`src/rtl/mem_access.sv`:
```
// Load/store unit: one outstanding data-memory access with lane steering,
// load formatting, alignment checking and a bounded wait for the ack.
module mem_access #(
    parameter int unsigned MAX_WAIT = 255
) (
    input  logic        clk,
    input  logic        rst,
    input  logic        ex_valid,
    input  logic        mem_read,
    input  logic        mem_write,
    input  logic [2:0]  funct3,
    input  logic [31:0] ExecResult,
    input  logic [31:0] r2,
    output logic        dmem_req,
    output logic        dmem_we,
    output logic [31:0] dmem_addr,
    output logic [31:0] dmem_wdata,
    output logic [3:0]  dmem_be,
    input  logic        dmem_ack,
    input  logic [31:0] dmem_rdata,
    output logic        stall,
    output logic        done,
    output logic [31:0] LoadData,
    output logic        err,
    output logic        timeout
);

    typedef enum logic [1:0] {IDLE = 2'd0, BUSY = 2'd1, DONE = 2'd2} state_t;

    localparam logic [7:0] LP_LAST = 8'(MAX_WAIT - 1);

    state_t      r_state;
    state_t      w_next_state;
    logic        r_we;
    logic [31:0] r_addr;
    logic [31:0] r_wdata;
    logic [3:0]  r_be;
    logic [2:0]  r_funct3;
    logic [1:0]  r_off;
    logic [7:0]  r_cnt;
    logic [31:0] r_load_data;
    logic        r_err;
    logic        r_timeout;

    logic        w_req;
    logic        w_bad;
    logic        w_misalign;
    logic        w_illegal;
    logic        w_expire;
    logic [3:0]  w_be;
    logic [31:0] w_wdata;
    logic [7:0]  w_byte;
    logic [15:0] w_half;
    logic [31:0] w_fmt;

    assign w_req      = ex_valid & (mem_read | mem_write);
    assign w_misalign = ((funct3[1:0] == 2'b01) & ExecResult[0]) |
                        ((funct3[1:0] == 2'b10) & (|ExecResult[1:0]));
    assign w_illegal  = mem_read ? (funct3 == 3'b011 || funct3 == 3'b110 || funct3 == 3'b111)
                                 : (funct3 > 3'b010);
    assign w_bad      = (mem_read & mem_write) | w_misalign | w_illegal;
    assign w_expire   = ~dmem_ack & (r_cnt == LP_LAST);

    // Store lanes are replicated so the memory only needs the byte enables.
    always_comb begin
        w_be    = 4'b1111;
        w_wdata = 32'd0;
        if (mem_write) begin
            case (funct3[1:0])
                2'b00: begin
                    w_be    = 4'b0001 << ExecResult[1:0];
                    w_wdata = {4{r2[7:0]}};
                end
                2'b01: begin
                    w_be    = 4'b0011 << {ExecResult[1], 1'b0};
                    w_wdata = {2{r2[15:0]}};
                end
                default: begin
                    w_be    = 4'b1111;
                    w_wdata = r2;
                end
            endcase
        end
    end

    always_comb begin
        w_byte = dmem_rdata[8*r_off +: 8];
        w_half = r_off[1] ? dmem_rdata[31:16] : dmem_rdata[15:0];
        case (r_funct3)
            3'b000:  w_fmt = {{24{w_byte[7]}}, w_byte};
            3'b001:  w_fmt = {{16{w_half[15]}}, w_half};
            3'b100:  w_fmt = {24'd0, w_byte};
            3'b101:  w_fmt = {16'd0, w_half};
            default: w_fmt = dmem_rdata;
        endcase
    end

    always_ff @(posedge clk) begin
        if (rst) r_state <= IDLE;
        else     r_state <= w_next_state;
    end

    always_comb begin
        w_next_state = r_state;
        stall        = 1'b0;
        done         = 1'b0;
        dmem_req     = 1'b0;
        case (r_state)
            IDLE: begin
                if (w_req) begin
                    stall        = 1'b1;
                    w_next_state = w_bad ? DONE : BUSY;
                end
            end
            BUSY: begin
                stall    = 1'b1;
                dmem_req = 1'b1;
                if (dmem_ack || w_expire) w_next_state = DONE;
            end
            DONE: begin
                done         = 1'b1;
                w_next_state = IDLE;
            end
            default: w_next_state = IDLE;
        endcase
    end

    always_ff @(posedge clk) begin
        if (rst) begin
            r_we        <= 1'b0;
            r_addr      <= 32'd0;
            r_wdata     <= 32'd0;
            r_be        <= 4'd0;
            r_funct3    <= 3'd0;
            r_off       <= 2'd0;
            r_cnt       <= 8'd0;
            r_load_data <= 32'd0;
            r_err       <= 1'b0;
            r_timeout   <= 1'b0;
        end else if (r_state == IDLE && w_req) begin
            r_we     <= mem_write;
            r_addr   <= {ExecResult[31:2], 2'b00};
            r_wdata  <= w_wdata;
            r_be     <= w_be;
            r_funct3 <= funct3;
            r_off    <= ExecResult[1:0];
            r_cnt    <= 8'd0;
            if (w_bad) begin
                r_load_data <= 32'd0;
                r_err       <= 1'b1;
                r_timeout   <= 1'b0;
            end
        end else if (r_state == BUSY) begin
            // An ack on the last allowed cycle still counts as a completion.
            if (dmem_ack) begin
                r_load_data <= r_we ? 32'd0 : w_fmt;
                r_err       <= 1'b0;
                r_timeout   <= 1'b0;
            end else if (w_expire) begin
                r_load_data <= 32'd0;
                r_err       <= 1'b0;
                r_timeout   <= 1'b1;
            end else begin
                r_cnt <= r_cnt + 8'd1;
            end
        end
    end

    assign dmem_we    = (r_state == BUSY) & r_we;
    assign dmem_addr  = (r_state == BUSY) ? r_addr  : 32'd0;
    assign dmem_wdata = (r_state == BUSY) ? r_wdata : 32'd0;
    assign dmem_be    = (r_state == BUSY) ? r_be    : 4'd0;
    assign LoadData   = r_load_data;
    assign err        = r_err;
    assign timeout    = r_timeout;

endmodule

```
`config.mk`:
```
export PLATFORM = sky130hd
export DESIGN_NAME = mem_access
export DESIGN_NICKNAME = d
export VERILOG_FILES = /design/src/rtl/mem_access.sv
export SDC_FILE = /design/constraint.sdc
export NUM_CORES = 1
export LEC_CHECK = 0
export CORE_MARGIN = 4
export CORE_UTILIZATION = 45
export CTS_CLUSTER_DIAMETER = 100
export DETAILED_ROUTE_END_ITERATION = 6
export HOLD_SLACK_MARGIN = 0.05
export PLACE_DENSITY = 0.87
export REMOVE_ABC_BUFFERS = 1
export SETUP_SLACK_MARGIN = 0.3
export SLEW_MARGIN = 10
export SYNTH_ARGS = -nofsm -noshare
export SYNTH_HDL_FRONTEND = slang
export SYNTH_SLANG_ARGS = --single-unit
```
`constraint.sdc`:
```
create_clock -name clk -period 3.3 [get_ports clk]
set_clock_uncertainty 0.05 [all_clocks]
set_input_delay 0.66 -clock clk [delete_from_list [all_inputs] [get_ports clk]]
set_output_delay 0.66 -clock clk [all_outputs]
set_load 0.01 [all_outputs]
```
==> impl_metrics.yaml <==
sta:
  slew_viol_final: 0
  min_period_ns: 2.93
  tightest_slew_ns: 0.734
  fmax_mhz: 341
  fin_ws_ns: 0.365
  slew-limit-headroom_pct: 51.0
  setup_tns_ns: 0
  finalCritPeriodShare_pct: 88.9
  hold_slack_ns: 0.398
  rsz0062_at_grt: "no"
  setup_viol: 0
  hold_viol: 0
die:
  coreArea_um2: 12000
  row_count: 40
  die_w_um: 118
  die_y_um: 118
  die_area_um2: 14000
  io_pins: 211
  initial_core_util_pct: 45.7
cts:
  clkLatencyLatePin_ns: 0.41
  cts_root_buf: "clkbuf_16"
  clockBufferDepth: 2
  cts_sinks: 116
  htreeDepth: 4
  clk_pin_slew_ns: 0.05
  tritoncts: "done"
  cts_buffers: 17
  cts_setup_buffers: 0
grt:
  antenna_found_initial: 0
  met3_usage_pct: 10.0
  gr-max-usage-layer: "met2"
  first_global_vias: 5234
  use_met2_pct: 39.3
  grt_pass1_wl_mm: 26.5
  grtUsageMet1_pct: 26.7
  overflow: 0
  grt_max_degree: 41
  gr-usage-all-layers_pct: 23.4
synth:
  syn_avg_cell_area_um2: 8.28
  ys.flop_type: "dfxtp_1"
  synth_area_um2: 5470
  synth-seq-area-share_pct: 42.5
  yosys_warnings: 0
  synth-edff-count: 0
  postSynthCellCount: 661
  ys_ff_latch: 116
  synth_cell_types: 53
  synthArstFlopShare_pct: 0
routing:
  drc: 0
  drt.antenna.violating_nets: 0
  wl_per_cell_um: 16.5
  vias_per_cell: 5.35
  drtIter0Drc: 399
  vias: 5423
  routed_wl_mm: 16.7
  firstDrtPassIters: 5
worst_setup_path:
  critPathMaxFanout: 5
  arrival_ns: 2.22
  worst-setup-path-type: "primary input to output port"
  crit_required_ns: 2.59
  cp-start-kind: "primary input"
  cp-end-kind: "output port"
cells_and_area:
  drive_above_1_share_pct: 7.16
  final_common_cell: "clkdlybuf4s50_1"
  fill_cells: 959
  multiInputGateArea_um2: 2900
  diodes: 0
  regArea_um2: 2320
  area_delta_synth_final_pct: 51.2
  layout_common_cells: "clkdlybuf4s50_1, nand2_1, dfxtp_1"
  final_cells: 1013
  final_nets: 960
placement:
  portBuffers: 208
  dp.cells: 981
  hpwl_mm: 11.6
  dp_slack_ns: 0.369
  finalWeightedCongestion: 0.872
min_path:
  hp-class: "register to register"
power:
  powerDensity_nw_per_um2: 472
  power_leakage_uw: 0.00314
  ir_drop_mv: 0.332
run:
  cap_violations: 0
status:
  status: "finished, final reports clean"
power by group:
group	total (uW)	internal, uW	switching [uW]
registers	1500	1460	36.1
clock network	1930	1300	632
logic	477	238	239
layer usage:
layer	wire length [um]	vias up
met1	6690	2527
met5	0	-
met2	8050	226
met4	315	0
li1	-	2645
met3	1610	25
flip-flops by register name (all words and copies together) (netlist names):
name and flops:
r_we 1, r_state 2, r_cnt 8, timeout 1, r_be 4, r_off 2
r_funct3 3, err 1, LoadData 32, r_wdata 32, r_addr 30
worst paths after layout:
path                   start           end  slack, ns  cells after the start
setup / recovery   mem_write         stall       0.37                      4
hold / removal    r_wdata[8]    r_wdata[8]       0.40                      2
setup reg to reg  r_state[0]  LoadData[25]       1.24                      6
hold reg to reg   r_wdata[8]    r_wdata[8]       0.40                      2
cells in the mapped netlist, types with 7 or more instances:
cell | instances | area, um2
a21oi_1 | 57 | 285
a22o_1 | 24 | 210
a31oi_1 | 7 | 43.8
and2_1 | 67 | 419
clkbuf_1 | 36 | 135
dfxtp_1 | 116 | 2320
inv_1 | 7 | 26.3
mux2i_1 | 29 | 290
nand2_1 | 125 | 469
nand2b_1 | 18 | 113
nand3_1 | 10 | 50.1
nor2_1 | 27 | 101
nor3_1 | 11 | 55.1
o21ai_0 | 44 | 220
o221ai_1 | 7 | 61.3
critical path, cell delays in order:
cell and delay (ns):
clkdlybuf4s50_1 0.54, o21ai_1 0.17, a21oi_2 0.25, clkdlybuf4s50_1 0.60
layout make-up:
cell class | count | area share [%]
Clock buffer | 23 | 6.14
Clock inverter | 9 | 1.48
Inverter | 7 | 0.318
Multi-Input combinational cell | 488 | 35.0
Sequential cell | 116 | 28.1
Tap cell | 147 | 2.22
Timing Repair Buffer | 223 | 26.7
cell families (layout without fill, tap and decap cells):
family | Yosys count | count (layout) | share of synthesized area (%)
AOI/OAI and AO/OA | 163 | 163 | 19.6
xor gates and xnor gates | 6 | 6 | 0.961
adders and majority gates | 2 | 2 | 0.457
buffers and inverters | 58 | 262 | 4.85
DFF | 116 | 116 | 42.5
muxes | 30 | 30 | 5.72
other | 1 | 2 | 0.0686
and+or+nand+nor | 285 | 285 | 25.9
what timing repair did:
action                                  in CTS  in global routing
hold buffers                                 0                  0
resized for setup                            0                  1
endpoints found under the setup margin       0                 22
endpoints found under the hold margin        0                  0
metrics by stage:
stage                     util, %  cell area [um2]  total power [uW]
after floorplan                 -             5240              1730
after global placement       63.8             7630              1990
after detailed placement     63.8             7630              2000
after CTS                    69.1             8270              3930
after global routing         69.1             8270              4040
final                        69.1             8270              3910
Power figures use the tool's default switching activity.
